File: config.mk
export PLATFORM = sky130hd
export DESIGN_NAME = mem_arbiter
export DESIGN_NICKNAME = d
export VERILOG_FILES = /design/src/rtl/mem_arbiter_pkg.sv /design/src/rtl/starve_ctr.sv /design/src/rtl/mem_arbiter.sv
export SDC_FILE = /design/constraint.sdc
export NUM_CORES = 1
export LEC_CHECK = 0
export ABC_CLOCK_PERIOD_IN_PS = 2320
export BUFFER_PORTS_ARGS = -buffer_cell sky130_fd_sc_hd__buf_4
export CAP_MARGIN = 5
export CORE_ASPECT_RATIO = 0.75
export CORE_MARGIN = 2
export CORE_UTILIZATION = 41
export CTS_BUF_LIST = sky130_fd_sc_hd__clkbuf_16
export DETAILED_ROUTE_END_ITERATION = 12
export PLACE_DENSITY = 0.77
export SYNTH_ARGS = -nofsm -noshare
export SYNTH_HDL_FRONTEND = slang
export SYNTH_HIERARCHICAL = 1
export SYNTH_SLANG_ARGS = --single-unit
File: constraint.sdc
create_clock -name clk -period 2.32 [get_ports clk]
set_input_delay 0.348 -clock clk [delete_from_list [all_inputs] [get_ports clk]]
set_output_delay 0.348 -clock clk [all_outputs]
set_load 0.02 [all_outputs]
File: src/rtl/mem_arbiter_pkg.sv
// Shared definitions for the two-port memory arbiter: word width, owner tags
// and the address range check used on both request paths.
package mem_arbiter_pkg;

  localparam int WORD_W = 16;

  typedef enum logic [1:0] {
    OWN_NONE = 2'd0,
    OWN_F    = 2'd1,
    OWN_D    = 2'd2
  } owner_t;

  function automatic logic in_range(input logic [WORD_W-1:0] addr, input int depth);
    return int'(addr) < depth;
  endfunction

endpackage

File: src/rtl/starve_ctr.sv
// Counts consecutive cycles the fetch path is denied; raises f_prio once the
// count reaches STARVE_MAX so the next contested grant goes to fetch.
module starve_ctr #(
  parameter int STARVE_MAX = 4
) (
  input  logic clk,
  input  logic rst_n,
  input  logic f_req,
  input  logic f_gnt,
  output logic f_prio
);

  logic [3:0] cnt_reg;

  always_ff @(posedge clk or negedge rst_n) begin
    if (!rst_n) begin
      cnt_reg <= 4'd0;
    end else if (!f_req || f_gnt) begin
      cnt_reg <= 4'd0;
    end else if (cnt_reg != 4'(STARVE_MAX)) begin
      cnt_reg <= cnt_reg + 4'd1;
    end
  end

  assign f_prio = (cnt_reg == 4'(STARVE_MAX));

endmodule

File: src/rtl/mem_arbiter.sv
// Shares one single-ported memory between the fetch (read-only) and data
// (read/write) paths, one grant per cycle, routing read data back to its owner.
module mem_arbiter
  import mem_arbiter_pkg::*;
#(
  parameter int DEPTH      = 1024,
  parameter int STARVE_MAX = 4
) (
  input  logic              clk,
  input  logic              rst_n,
  input  logic              f_req,
  input  logic [WORD_W-1:0] f_addr,
  output logic              f_gnt,
  output logic              f_rvalid,
  output logic [WORD_W-1:0] f_rdata,
  input  logic              d_req,
  input  logic              d_we,
  input  logic [WORD_W-1:0] d_addr,
  input  logic [WORD_W-1:0] d_wdata,
  output logic              d_gnt,
  output logic              d_rvalid,
  output logic [WORD_W-1:0] d_rdata,
  output logic              d_err,
  output logic [WORD_W-1:0] mem_read_addr,
  output logic [WORD_W-1:0] mem_write_addr,
  output logic              mem_wr_enable,
  output logic [WORD_W-1:0] mem_wr_data,
  input  logic [WORD_W-1:0] mem_rd_data
);

  logic              f_prio;
  logic              f_sel;
  logic              d_sel;
  logic              f_oor;
  logic              d_oor;
  owner_t            owner_reg;
  owner_t            owner_next;
  logic              rd_oor_reg;
  logic              rd_oor_next;
  logic [WORD_W-1:0] rd_addr_reg;
  logic [WORD_W-1:0] wr_addr_reg;
  logic [WORD_W-1:0] f_hold_reg;
  logic [WORD_W-1:0] d_hold_reg;
  logic [WORD_W-1:0] ret_data;

  starve_ctr #(.STARVE_MAX(STARVE_MAX)) u_starve (
    .clk    (clk),
    .rst_n  (rst_n),
    .f_req  (f_req),
    .f_gnt  (f_gnt),
    .f_prio (f_prio)
  );

  // Data path wins contention unless fetch has been starved long enough.
  assign f_sel = f_req & (~d_req | f_prio);
  assign d_sel = d_req & ~f_sel;
  assign f_gnt = rst_n & f_sel;
  assign d_gnt = rst_n & d_sel;

  assign f_oor = !in_range(f_addr, DEPTH);
  assign d_oor = !in_range(d_addr, DEPTH);

  assign d_err         = d_gnt & d_oor;
  assign mem_wr_enable = d_gnt & d_we & ~d_oor;
  assign mem_wr_data   = d_wdata;

  always_comb begin
    owner_next     = OWN_NONE;
    rd_oor_next    = 1'b0;
    mem_read_addr  = rd_addr_reg;
    mem_write_addr = wr_addr_reg;
    if (f_gnt) begin
      owner_next    = OWN_F;
      rd_oor_next   = f_oor;
      mem_read_addr = f_addr;
    end else if (d_gnt && !d_we) begin
      owner_next    = OWN_D;
      rd_oor_next   = d_oor;
      mem_read_addr = d_addr;
    end
    if (d_gnt && d_we) begin
      mem_write_addr = d_addr;
    end
  end

  // Out-of-range reads still return a beat, but with the memory data masked.
  assign ret_data = rd_oor_reg ? '0 : mem_rd_data;

  assign f_rvalid = (owner_reg == OWN_F);
  assign d_rvalid = (owner_reg == OWN_D);
  assign f_rdata  = f_rvalid ? ret_data : f_hold_reg;
  assign d_rdata  = d_rvalid ? ret_data : d_hold_reg;

  always_ff @(posedge clk or negedge rst_n) begin
    if (!rst_n) begin
      owner_reg   <= OWN_NONE;
      rd_oor_reg  <= 1'b0;
      rd_addr_reg <= '0;
      wr_addr_reg <= '0;
      f_hold_reg  <= '0;
      d_hold_reg  <= '0;
    end else begin
      owner_reg   <= owner_next;
      rd_oor_reg  <= rd_oor_next;
      rd_addr_reg <= mem_read_addr;
      wr_addr_reg <= mem_write_addr;
      if (f_rvalid) f_hold_reg <= ret_data;
      if (d_rvalid) d_hold_reg <= ret_data;
    end
  end

endmodule

==> insert_results.sql <==
INSERT INTO impl_metrics (metric_group, metric, value, unit) VALUES
('cells_and_area', 'finish.net_count', '498', ''),
('setup_path', 'slowest_delay', '360', 'ps'),
('cells_and_area', 'area.growth.synth_to_final', '56.4', '%'),
('floorplanning', 'chipWidth', '108', 'um'),
('setup_path', 'reg2reg_setup_slack', '570', 'ps'),
('clock_network', 'cts_max_path_buffers', '2', ''),
('power_and_ir_drop', 'p_seq_share', '33.1', '%'),
('floorplanning', 'dieArea', '8910', 'um^2'),
('yosys', 'synth-simple-area-share', '14.8', '%'),
('setup_path', 'worstSetupPathType', 'flop to output port', ''),
('power_and_ir_drop', 'power.density_cell_area', '901', 'nW/um^2'),
('placement', 'estimated_wirelength_of_the_detail_placed_design', '6120', 'um'),
('cells_and_area', 'n_antenna_cell', '0', ''),
('setup_path', 'reg2reg_to', 'rd_addr_reg[3]', ''),
('setup_path', 'cp.buffers_inverters', '5', ''),
('power_and_ir_drop', 'netSwitchingFraction', '30.4', '%'),
('yosys', 'synth_top_family_by_area', 'simple AND/OR/NAND/NOR gates', ''),
('yosys', 'netlist_top_cells_count', 'dfrtp_1 (71), nand2_1 (35), o21ai_0 (32)', ''),
('floorplanning', 'pin_count', '155', ''),
('routing', 'dr_drc_count', '0', ''),
('setup_path', 'worstPathCellList', 'inv_1 -> ha_4 -> nand3b_4 -> clkinv_4 -> and2_4 -> or3_4 -> inv_6 -> buf_12 -> o311ai_4 -> buf_6', ''),
('routing', 'drt-total-wl', '9900', 'um'),
('sta', 'finalWorstPathRequiredPeriod', '2440', 'ps'),
('yosys', 'yosysTopAreaCell', 'dfrtp_1', ''),
('clock_network', 'cts.hold.buffers_added', '0', ''),
('status', 'violations', 'setup timing', ''),
('routing', 'drt-initial-drc-count', '238', ''),
('setup_path', 'critical-path-top-delay-family', 'simple AND/OR/NAND/NOR gates', ''),
('clock_network', 'cts-buffers-inserted', '9', ''),
('sta', 'postLayoutSetupSlackWorst', '-124', 'ps'),
('clock_network', 'cts-root-buf', 'clkbuf_16', ''),
('yosys', 'synthesis.instances', '307', ''),
('run', 'max_cap_viol_count', '0', ''),
('floorplanning', 'row_count', '28', ''),
('power_and_ir_drop', 'max-vdd-ir-drop', '0.541', 'mV'),
('setup_path', 'rr_startpoint', 'u_starve/cnt_reg[0]', ''),
('floorplanning', 'floorplan.die.height', '82.2', 'um'),
('sta', 'hold_violations', '0', ''),
('yosys', 'yosys_register_bits', '71', ''),
('cells_and_area', 'share_of_final_layout_standard_cells_stronger_than_drive_strength_1', '49.9', '%'),
('placement', 'gp_routability_congestion', '0.815', ''),
('clock_network', 'clock_tree_from_tritoncts', 'yes', ''),
('grt', 'globalRouteOverflowTotal', '0', ''),
('clock_network', 'clkLatencyLatePin', '330', 'ps'),
('power_and_ir_drop', 'p_int', '3.28', 'mW'),
('setup_path', 'endpoint_kind', 'output port', ''),
('sta', 'fmaxAchievable', '0.409', 'GHz'),
('yosys', 'synth-async-reset-ratio', '100', '%'),
('yosys', 'synth_warnings', '6', ''),
('min_path', 'hold_class', 'input pin to async pin', ''),
('sta', 'final_setup_vio_count', '32', ''),
('setup_path', 'critical_path.max_fanout', '7', ''),
('setup_path', 'cpMaxStageDelayCell', 'or3_4', ''),
('clock_network', 'cts_max_level', '3', ''),
('yosys', 'synth-edff-count', '0', ''),
('yosys', 'postSynthNetCount', '378', ''),
('sta', 'final_max_slew_viol_count', '0', ''),
('floorplanning', 'initial_utilization', '42.3', '%'),
('placement', 'portBuffers', '122', ''),
('yosys', 'mappedNetlistArea', '3350', 'um^2'),
('yosys', 'ys.flop_type', 'dfrtp_1', ''),
('grt', 'grt_start_max_net_pins', '62', ''),
('status', 'status', 'finished with violations', ''),
('power_and_ir_drop', 'total_switching_power', '1.43', 'mW'),
('yosys', 'synth.most_common_cell', 'dfrtp_1', ''),
('power_and_ir_drop', 'power.combinational.fraction', '34.0', '%'),
('placement', 'placement.cell_area', '4340', 'um^2'),
('routing', 'antenna_violating_nets_post_route', '0', ''),
('yosys', 'synth_sequential_area_ratio', '53.1', '%'),
('yosys', 'synthDistinctLibCells', '36', ''),
('yosys', 'synth_top_area_share', '53.1', '%');
[metrics by stage]
stage / instances / hold slack, ps / total power, mW / setup TNS, ps
after CTS: 533 / 245 / 4.55 / -2320
after detailed placement: 510 / 479 / 2.90 / 0
after global placement: 510 / 476 / 2.88 / 0
after floorplan: 307 / 52.4 / 2.35 / -920
after global routing: 536 / 274 / 4.92 / -4530
final: 536 / 230 / 4.71 / -2020
[worst max-delay path by stage]
stage                              from                end  slack (ps)  cells after the start
floorplan           u_starve/cnt_reg[0]  mem_read_addr[10]         -90                      8
global placement    u_starve/cnt_reg[0]   mem_read_addr[4]         160                     10
detailed placement  u_starve/cnt_reg[0]   mem_read_addr[2]          50                     10
CTS                 u_starve/cnt_reg[0]   mem_read_addr[6]        -150                     10
global route        u_starve/cnt_reg[1]   mem_read_addr[3]        -190                     10
finish              u_starve/cnt_reg[0]   mem_read_addr[3]        -120                     10
[power groups by stage]
stage | Combinational, mW | Sequential [mW] | Clock (mW)
finish | 1.60 | 1.56 | 1.55
global route | 1.71 | 1.58 | 1.63
CTS | 1.41 | 1.56 | 1.58
detailed placement | 1.33 | 1.58 | 0
global placement | 1.31 | 1.57 | 0
floorplan | 0.789 | 1.56 | 0
[kinds of logic (layout without fill, tap and decap cells)]
group | count (synthesis) | count (layout)
adder cells (fa/ha/maj) | 2 | 2
flip-flops | 71 | 71
XOR/XNOR | 3 | 3
AND/OR/NAND/NOR | 86 | 88
AO/OA/AOI/OAI | 67 | 67
buffers and inverters | 61 | 183
multiplexers | 17 | 17
[routing by layer]
| metal | track usage [%] | vias to the layer above | part of all wire (%) |
|---|---|---|---|
| li1 | - | 1320 | - |
| met1 | 28.4 | 1373 | 43 |
| met2 | 32.3 | 152 | 45 |
| met3 | 8.08 | 14 | 10 |
| met4 | 7.82 | 0 | 1.3 |
| met5 | 0 | - | 0 |
[area by class of cell]
class                   count  area, um^2
fillers                   583        2690
repair buffers            145        1250
flip-flops and latches     71        1780
inverters                  23        96.3
multi-input cells         177        1640
clock inverters             6         110
well taps                 105         131
clock buffers               9         225
[repair_timing]
action / CTS / global route
buffers inserted: 5 / 4
resized for setup: 28 / 56
pin swaps: 2 / 4
setup endpoints to repair: 33 / 32
gates cloned: 3 / 0
[layout by cell type (no fill, tap or decap), types with 3 or more instances in the layout]
cell type,count
buf_4,111
clkbuf_16,9
o2111ai_2,10
buf_6,31
nand4b_1,16
inv_1,19
o2111ai_1,6
mux2_4,16
bufinv_16,3
nor2_1,4
o21ai_0,32
nand2_1,34
o311ai_4,14
nand2b_1,19
and3_4,3
dfrtp_1,71
No activity file was read; power rests on OpenSTA's default activity.
